`config.mk`:
```
export PLATFORM = sky130hd
export DESIGN_NAME = ram_arbiter_flat
export DESIGN_NICKNAME = d
export VERILOG_FILES = /design/src/rtl/ram_arbiter_if.sv /design/src/rtl/ram_arbiter.sv /design/src/flat_wrapper.sv
export SDC_FILE = /design/constraint.sdc
export NUM_CORES = 1
export LEC_CHECK = 0
export ABC_AREA = 1
export BUFFER_PORTS_ARGS = -buffer_cell sky130_fd_sc_hd__buf_2
export CAP_MARGIN = 20
export CORE_MARGIN = 1
export CORE_UTILIZATION = 30
export DETAILED_ROUTE_END_ITERATION = 12
export GPL_ROUTABILITY_DRIVEN = 0
export PLACE_DENSITY = 0.57
export SYNTH_ARGS = -nofsm -noshare
export SYNTH_HDL_FRONTEND = slang
export SYNTH_SLANG_ARGS = --single-unit
export TNS_END_PERCENT = 30
```
`constraint.sdc`:
```
create_clock -name clock -period 1.6 [get_ports clock]
set_input_delay 0.08 -clock clock [delete_from_list [all_inputs] [get_ports clock]]
set_output_delay 0.08 -clock clock [all_outputs]
set_load 0.02 [all_outputs]
```
`src/rtl/ram_arbiter_if.sv`:
```
// Bus bundle between the fetch/memory-stage requesters, the arbiter and the 16-bit SRAM.
// The arbiter connects through the slave modport; requesters and the SRAM model use master.
interface ram_arbiter_if;
    logic        if_req;
    logic [17:0] if_addr;
    logic [31:0] if_rdata;
    logic        if_ack;
    logic        mem_req;
    logic        mem_rw;
    logic [17:0] mem_addr;
    logic [31:0] mem_wdata;
    logic [31:0] mem_rdata;
    logic        mem_ack;
    logic [17:0] ram_addr;
    logic [15:0] ram_dout;
    logic        ram_doe;
    logic [15:0] ram_din;
    logic        ram_wre;
    logic        busy;

    modport slave (
        input  if_req, if_addr, mem_req, mem_rw, mem_addr, mem_wdata, ram_din,
        output if_rdata, if_ack, mem_rdata, mem_ack,
               ram_addr, ram_dout, ram_doe, ram_wre, busy
    );

    modport master (
        output if_req, if_addr, mem_req, mem_rw, mem_addr, mem_wdata, ram_din,
        input  if_rdata, if_ack, mem_rdata, mem_ack,
               ram_addr, ram_dout, ram_doe, ram_wre, busy
    );
endinterface

```
`src/rtl/ram_arbiter.sv`:
```
// Two-requester arbiter that turns 32-bit fetch/memory-stage accesses into two
// 16-bit asynchronous SRAM cycles (even halfword first), with fully registered outputs.
module ram_arbiter #(
    parameter int MEM_PRIORITY = 1
) (
    input  logic          clock,
    input  logic          reset,
    ram_arbiter_if.slave  bus
);

    typedef enum logic [1:0] {IDLE, LO, HI, ACK} state_t;

    state_t      state_q, state_d;
    logic [16:0] wordAddr_q, wordAddr_d;
    logic        isWrite_q, isWrite_d;
    logic        grantMem_q, grantMem_d;
    logic [31:0] wdata_q, wdata_d;
    logic [15:0] loHalf_q, loHalf_d;
    logic [17:0] ramAddr_q, ramAddr_d;
    logic [15:0] ramDout_q, ramDout_d;
    logic        ramDoe_q, ramDoe_d;
    logic        ramWre_q, ramWre_d;
    logic        ifAck_q, ifAck_d;
    logic        memAck_q, memAck_d;
    logic [31:0] ifRdata_q, ifRdata_d;
    logic [31:0] memRdata_q, memRdata_d;
    logic        busy_q, busy_d;

    logic        pickMem;
    logic [16:0] reqWordAddr;
    logic        reqWrite;

    always_ff @(posedge clock) begin
        if (!reset) begin
            state_q    <= IDLE;
            wordAddr_q <= '0;
            isWrite_q  <= 1'b0;
            grantMem_q <= 1'b0;
            wdata_q    <= '0;
            loHalf_q   <= '0;
            ramAddr_q  <= '0;
            ramDout_q  <= '0;
            ramDoe_q   <= 1'b0;
            ramWre_q   <= 1'b1;
            ifAck_q    <= 1'b0;
            memAck_q   <= 1'b0;
            ifRdata_q  <= '0;
            memRdata_q <= '0;
            busy_q     <= 1'b0;
        end else begin
            state_q    <= state_d;
            wordAddr_q <= wordAddr_d;
            isWrite_q  <= isWrite_d;
            grantMem_q <= grantMem_d;
            wdata_q    <= wdata_d;
            loHalf_q   <= loHalf_d;
            ramAddr_q  <= ramAddr_d;
            ramDout_q  <= ramDout_d;
            ramDoe_q   <= ramDoe_d;
            ramWre_q   <= ramWre_d;
            ifAck_q    <= ifAck_d;
            memAck_q   <= memAck_d;
            ifRdata_q  <= ifRdata_d;
            memRdata_q <= memRdata_d;
            busy_q     <= busy_d;
        end
    end

    // Outputs are computed one state ahead so that each registered value lines up with its state.
    always_comb begin
        state_d    = state_q;
        wordAddr_d = wordAddr_q;
        isWrite_d  = isWrite_q;
        grantMem_d = grantMem_q;
        wdata_d    = wdata_q;
        loHalf_d   = loHalf_q;
        ramAddr_d  = ramAddr_q;
        ramDout_d  = ramDout_q;
        ramDoe_d   = 1'b0;
        ramWre_d   = 1'b1;
        ifAck_d    = 1'b0;
        memAck_d   = 1'b0;
        ifRdata_d  = ifRdata_q;
        memRdata_d = memRdata_q;

        pickMem     = bus.mem_req && (!bus.if_req || (MEM_PRIORITY != 0));
        reqWordAddr = pickMem ? bus.mem_addr[17:1] : bus.if_addr[17:1];
        reqWrite    = pickMem && bus.mem_rw;

        case (state_q)
            IDLE: begin
                if (bus.if_req || bus.mem_req) begin
                    state_d    = LO;
                    grantMem_d = pickMem;
                    wordAddr_d = reqWordAddr;
                    isWrite_d  = reqWrite;
                    wdata_d    = bus.mem_wdata;
                    ramAddr_d  = {reqWordAddr, 1'b0};
                    ramWre_d   = !reqWrite;
                    ramDoe_d   = reqWrite;
                    if (reqWrite) begin
                        ramDout_d = bus.mem_wdata[15:0];
                    end
                end
            end
            LO: begin
                state_d   = HI;
                loHalf_d  = bus.ram_din;
                ramAddr_d = {wordAddr_q, 1'b1};
                ramWre_d  = !isWrite_q;
                ramDoe_d  = isWrite_q;
                if (isWrite_q) begin
                    ramDout_d = wdata_q[31:16];
                end
            end
            HI: begin
                state_d = ACK;
                if (grantMem_q) begin
                    memAck_d = 1'b1;
                    if (!isWrite_q) begin
                        memRdata_d = {bus.ram_din, loHalf_q};
                    end
                end else begin
                    ifAck_d   = 1'b1;
                    ifRdata_d = {bus.ram_din, loHalf_q};
                end
            end
            ACK: begin
                state_d = IDLE;
            end
            default: begin
                state_d = IDLE;
            end
        endcase

        busy_d = (state_d != IDLE);
    end

    assign bus.if_rdata  = ifRdata_q;
    assign bus.if_ack    = ifAck_q;
    assign bus.mem_rdata = memRdata_q;
    assign bus.mem_ack   = memAck_q;
    assign bus.ram_addr  = ramAddr_q;
    assign bus.ram_dout  = ramDout_q;
    assign bus.ram_doe   = ramDoe_q;
    assign bus.ram_wre   = ramWre_q;
    assign bus.busy      = busy_q;

endmodule

```
`src/flat_wrapper.sv`:
```
// flat-port wrapper written by rule: the top's interface ports become plain ports
module ram_arbiter_flat 
#(
    parameter int MEM_PRIORITY = 1
)
  (clock, reset, bus_if_req, bus_if_addr, bus_mem_req, bus_mem_rw, bus_mem_addr, bus_mem_wdata, bus_ram_din, bus_if_rdata, bus_if_ack, bus_mem_rdata, bus_mem_ack, bus_ram_addr, bus_ram_dout, bus_ram_doe, bus_ram_wre, bus_busy);
  ram_arbiter_if bus_i ();
  input  logic clock;
  input  logic reset;
  input wire logic [$bits(bus_i.if_req)-1:0] bus_if_req;
  input wire logic [$bits(bus_i.if_addr)-1:0] bus_if_addr;
  input wire logic [$bits(bus_i.mem_req)-1:0] bus_mem_req;
  input wire logic [$bits(bus_i.mem_rw)-1:0] bus_mem_rw;
  input wire logic [$bits(bus_i.mem_addr)-1:0] bus_mem_addr;
  input wire logic [$bits(bus_i.mem_wdata)-1:0] bus_mem_wdata;
  input wire logic [$bits(bus_i.ram_din)-1:0] bus_ram_din;
  output wire logic [$bits(bus_i.if_rdata)-1:0] bus_if_rdata;
  output wire logic [$bits(bus_i.if_ack)-1:0] bus_if_ack;
  output wire logic [$bits(bus_i.mem_rdata)-1:0] bus_mem_rdata;
  output wire logic [$bits(bus_i.mem_ack)-1:0] bus_mem_ack;
  output wire logic [$bits(bus_i.ram_addr)-1:0] bus_ram_addr;
  output wire logic [$bits(bus_i.ram_dout)-1:0] bus_ram_dout;
  output wire logic [$bits(bus_i.ram_doe)-1:0] bus_ram_doe;
  output wire logic [$bits(bus_i.ram_wre)-1:0] bus_ram_wre;
  output wire logic [$bits(bus_i.busy)-1:0] bus_busy;
  assign bus_i.if_req = bus_if_req;
  assign bus_i.if_addr = bus_if_addr;
  assign bus_i.mem_req = bus_mem_req;
  assign bus_i.mem_rw = bus_mem_rw;
  assign bus_i.mem_addr = bus_mem_addr;
  assign bus_i.mem_wdata = bus_mem_wdata;
  assign bus_i.ram_din = bus_ram_din;
  assign bus_if_rdata = bus_i.if_rdata;
  assign bus_if_ack = bus_i.if_ack;
  assign bus_mem_rdata = bus_i.mem_rdata;
  assign bus_mem_ack = bus_i.mem_ack;
  assign bus_ram_addr = bus_i.ram_addr;
  assign bus_ram_dout = bus_i.ram_dout;
  assign bus_ram_doe = bus_i.ram_doe;
  assign bus_ram_wre = bus_i.ram_wre;
  assign bus_busy = bus_i.busy;
  ram_arbiter #(.MEM_PRIORITY(MEM_PRIORITY)) u_core (.clock(clock), .reset(reset), .bus(bus_i));
endmodule
```
# Word-level counts from Yosys, hierarchy flattened
# Index checks and enable logic that the tools add are counted.
[word_totals]
reg_bits = 172
out_inout_bits = 103
elab_cells = 51
[op_classes]
eq_ne = 6
muxes = 15
n_bitwise = 2
reduce_logical = 13
[ops]
columns = ["cell", "n"]
rows = [
  ["$mux 16", 3],
  ["$pmux 18 s2", 1],
  ["$pmux 16 s2", 1],
  ["$mux 18", 1],
  ["$mux 17", 1],
  ["$pmux 2 s4", 1],
  ["$reduce_and 2->1", 4],
  ["$ne 2x1->1 const B", 3],
  ["$eq 2x2->1 const B", 2],
  ["$mux 1", 4],
  ["$pmux 1 s2", 2],
  ["$reduce_and 4->1", 1],
  ["$reduce_bool 2->1", 2],
  ["$reduce_and 3->1", 1],
  ["$eq 2x1->1 const B", 1],
  ["$logic_not 1->1", 2],
  ["$logic_not 2->1", 1],
  ["$mux 2", 1],
  ["$not 1->1", 2],
  ["$logic_and 1x1->1", 1],
  ["$logic_or 1x1->1", 1],
]

# Logic depth before layout (Yosys ltp)
[logic_depth]
word_depth = 4
depth_mapped = 10

# Worst setup path before layout
# OpenSTA, ideal clock, no wires.
[synth_timing]
path_kind = "register to register"
start = "reg u_core.state_q[1]"
end = "reg u_core.ramAddr_q[10], in the netlist u_core.bus.ram_addr[10]"
setup_ps = 111
t_arrival_ps = 1368
required_ps = 1489
slack_ps = 121
stages_incl_launch_ff = 11
path_buffers = 2
cell_sequence = "dfxtp_1 > inv_1 > ha_1 > buf_4 > inv_2 > nor2_4 > inv_2 > buf_2 > nand3_1 > nand2_1 > nor2_1"
[synth_between]
elab_chain_len = 3
[synth_rtl]
columns = ["item", "line", "source"]
rows = [
  ["start: declaration", "ram_arbiter.sv:13", "state_t state_q, state_d;"],
  ["start signal: assignment", "ram_arbiter.sv:51", "state_q <= state_d;"],
  ["$logic_not 2->1 / $eq 2x1->1 (equally long branches)", "ram_arbiter.sv:90", "case (state_q)"],
  ["$ne 2x1->1 (no source line) / $reduce_bool 2->1 (equally long branches)", "-", ""],
  ["$reduce_and 2->1 (no source line)", "-", ""],
  ["end signal: assignment", "ram_arbiter.sv:57", "ramAddr_q <= ramAddr_d;"],
  ["end: declaration", "ram_arbiter.sv:19", "logic [17:0] ramAddr_q, ramAddr_d;"],
]
# Several ways; a longest one is shown, not always the timed one.
# A chain may end at the register's enable or synchronous reset.

# Final worst setup path
[layout_timing]
start = "reg u_core.state_q[0]"
end = "reg u_core.memRdata_q[19], in the netlist u_core.bus.mem_rdata[19]"
[layout_between]
elab_chain_len = 2
[layout_rtl]
columns = ["item", "line", "source"]
rows = [
  ["$eq 2x2->1", "ram_arbiter.sv:90", ""],
  ["$reduce_and 3->1 (no source line)", "-", ""],
  ["end signal: assignment", "ram_arbiter.sv:64", "memRdata_q <= memRdata_d;"],
  ["end: declaration", "ram_arbiter.sv:26", "logic [31:0] memRdata_q, memRdata_d;"],
]
# Every way passes these cells.

==> results.yml <==
outcome:
  outcome: "complete, no violations"
route:
  ant_nets: 0
  wl_per_cell_um: 13.4
  wl_met3_um: 1330
  vias_per_cell: 4.43
  top_layer: "met4"
  wl_met2_um: 9040
  met1_length_um: 8820
  vias: 6440
  routed_wl_um: 19500
  dr.pass1.iters: 4
  drc: 0
  drtIter0Drc: 415
critical_path:
  required_ns: 1.91
  cpMaxStageDelayCell: "dfxtp_2"
  reg2regPathDepth: 8
  reg2reg_from: "u_core.state_q[0]"
  r2r_setup_slack_ns: 0.12
  slowest_delay_ns: 0.35
  worst-setup-path-type: "reg -> reg"
  worst_setup_path_end_kind: "flop"
  crit_chain: "inv_2 > ha_1 > nand2_1 > nor2_4 > inv_1 > buf_4 > nor2_1 > nor2_1"
  critPathMostFrequentCell: "nor2_1"
  crit_arrival_ns: 1.79
  r2r_end: "u_core.bus.mem_rdata[19]"
  start_kind: "flop"
  cp_max_fo: 10
global_route:
  grt_start_max_net_pins: 86
  gr-usage-all-layers_pct: 18.4
  grt_overflow: 0
  grt_pass1_wl_um: 31500
  grt_pass1_vias: 6360
  grt_antenna_before_repair: 0
logic_synthesis:
  syn_inst: 936
  synth_compound_area_share_pct: 9.50
  synthAdderAreaFrac_pct: 1.17
  synth-xor-area-share_pct: 0
  yosysWarnings: 0
  synth_fp_nets: 1031
  ys_seq_area_share_pct: 48.8
  synth_top_family_by_area: "simple AND/OR/NAND/NOR gates"
  avgSynthCellArea_um2: 6.84
  ys_types: 19
  synth_simple_gate_area_share_pct: 31.9
  ys_ff_latch: 156
  synthMuxAreaShare_pct: 0
  syn_area_um2: 6400
cts:
  clk_pin_slew_worst_paths_ns: 0.06
  root_buffer: "clkbuf_16"
  clock_latency_ns: 0.42
  htreeDepth: 4
  cts.sinks: 156
  cts_buffers: 17
  clk_path_buf_depth: 2
  cts_tree: "yes"
pwr:
  p_clk_share_pct: 25.5
  finalPower_mw: 16.8
  pwr_density_cell_nw_per_um2: 1890
  p_int_mw: 10.2
  p_seq_share_pct: 34.1
  p_comb_share_pct: 40.4
  p_sw_share_pct: 39.3
  p_switching_mw: 6.62
  p_leak_nw: 4.67
  peakVddDrop_mv: 0.814
sta:
  final.setup.tns_ns: 0
  period_share_pct: 92.6
  hold_viol: 0
  setup_viol: 0
  drv_slew: 0
  max_freq_mhz: 675
  max_slew.worst_pin.slew_ns: 0.326
  clock_skew_ns: 0.00936
  min_period_ns: 1.48
  slew_headroom_pct: 78.3
worst_hold_path:
  hold_depth: 5
  hold_path_class: "in -> reg"
  hold_path_end: "u_core.wordAddr_q[5]"
  hp-start: "bus_if_addr[6]"
layout:
  area_delta_synth_final_pct: 39.4
  drive_gt1_share_pct: 22.2
  stdcell_area_um2: 8920
  fillerInstances: 2239
  n_antenna_cell: 0
  nNetsFinal: 1263
floorplan:
  num_rows: 53
  dieWidth_um: 148
  core_um2: 21000
  die_h_um: 148
  die_area_um2: 21900
  initial_core_util_pct: 30.5
  ios: 192
placement:
  dp_hpwl_um: 12800
  portBuffers: 189
  dpl_cell_area_um2: 7760
run:
  max_cap_violations: 0
==> cells in the final DEF (no fill, tap or decap) <==
master / Yosys / routed
nor2_1: 266 / 264
nand2_1: 195 / 194
buf_2: 15 / 188
dfxtp_1: 156 / 155
o21ai_0: 100 / 100
inv_1: 77 / 76
nand3_1: 52 / 52
dlygate4sd3_1: 0 / 49
a21oi_1: 20 / 20
buf_4: 2 / 18
clkbuf_16: 0 / 17
buf_12: 0 / 8
inv_2: 4 / 4
nor2_4: 3 / 4
ha_1: 6 / 4
bufinv_16: 0 / 4
clkinv_2: 0 / 3
clkinvlp_4: 0 / 3
ha_4: 0 / 2
clkbuf_8: 0 / 2
buf_6: 3 / 2
nor2_2: 0 / 1
nand2_2: 0 / 1
nand3_2: 1 / 1
inv_4: 0 / 1
nor3_1: 1 / 1
clkinv_1: 1 / 1
o211ai_1: 1 / 1
inv_6: 0 / 1
buf_8: 0 / 1
dfxtp_2: 0 / 1
==> timing repair <==
| item | 4_1_cts | 5_1_grt |
|---|---|---|
| resized for setup | 0 | 13 |
| buffers inserted | 0 | 0 |
| setup endpoints to repair | 0 | 123 |
| endpoints found under the hold margin | 81 | 0 |
| hold buffers | 49 | 0 |
==> cells in the mapped netlist, drive strengths merged <==
cell type / n / area share [%]
clkinv: 1 / 0.059
dfxtp: 156 / 49
inv: 81 / 4.7
nand3: 53 / 4.2
clkbuf: 32 / 1.9
nor2: 269 / 16
a21oi: 20 / 1.6
buf: 21 / 2.0
nand2: 195 / 11
nor3: 1 / 0.078
ha: 6 / 1.2
o21ai: 100 / 7.8
o211ai: 1 / 0.12
==> critical path, delay by kind of cell, from the launching register on <==
kind          cells  cell delay, ns
fa+ha+maj         1            0.19
flops             1            0.35
buf+inv           3            0.42
simple gates      4            0.42
==> final cells by class <==
class | count | area, um^2 | share of cell area (%)
clock inverters | 11 | 166 | 1.87
clock buffers | 19 | 453 | 5.08
well taps | 275 | 344 | 3.86
repair buffers | 266 | 1760 | 19.8
flip-flops and latches | 156 | 3120 | 35.0
inverters | 82 | 310 | 3.48
multi-input cells | 645 | 2760 | 30.9
==> worst max path at each step <==
stage / startpoint / end / slack [ns] / cells past startpoint
after floorplan: u_core.state_q[1] / u_core.bus.ram_addr[10] / 0.12 / 10
after global placement: u_core.state_q[1] / u_core.bus.ram_addr[6] / 0.06 / 8
after detailed placement: u_core.state_q[0] / u_core.bus.ram_addr[14] / 0.003 / 8
after CTS: u_core.state_q[0] / u_core.bus.ram_addr[14] / 0.0007 / 8
after global routing: u_core.state_q[0] / u_core.bus.mem_rdata[10] / -0.01 / 8
final: u_core.state_q[0] / u_core.bus.mem_rdata[19] / 0.12 / 8
==> logic make-up after synthesis <==
logic type,after synthesis
and+or+nand+nor,518
buffers and inverters,135
adders and majority gates,6
AOI/OAI and AO/OA,121
DFF,156
==> registers in the layout, summed over array words and instances, names as in the netlist <==
name and count:
u_core.wdata_q 16, u_core.bus.if_ack 1, u_core.bus.ram_doe 1, u_core.bus.ram_dout 16, u_core.bus.if_rdata 32, u_core.bus.busy 1, u_core.bus.ram_wre 1, u_core.grantMem_q 1
u_core.bus.mem_ack 1, u_core.bus.ram_addr 18, u_core.loHalf_q 16, u_core.bus.mem_rdata 32, u_core.state_q 2, u_core.isWrite_q 1, u_core.wordAddr_q 17
==> layer usage <==
metal	up-vias	GRT usage, %
met5	-	0
met4	0	7.53
met3	26	5.37
met2	193	30.5
met1	2875	22.2
li1	3346	-
==> power by group through the flow <==
stage	logic [mW]	clock network, mW	registers, mW
final	6.80	4.29	5.75
after global routing	7.66	4.55	5.90
after CTS	6.80	4.38	5.75
after detailed placement	6.69	0	5.81
after global placement	6.63	0	5.79
after floorplan	3.53	0	6.59
==> through the flow <==
stage | setup slack [ns] | hold WS (ns) | std cells | util, %
after floorplan | 0.121 | 0.215 | 936 | -
after global placement | 0.0563 | 0.337 | 1375 | 37.0
after detailed placement | 0.00309 | 0.344 | 1375 | 37.0
after CTS | 0.000717 | 0.00525 | 1454 | 42.3
after global routing | -0.0133 | 0.0160 | 1454 | 42.6
final | 0.119 | 0.0221 | 1454 | 42.6
(Power assumes the default switching activity.)
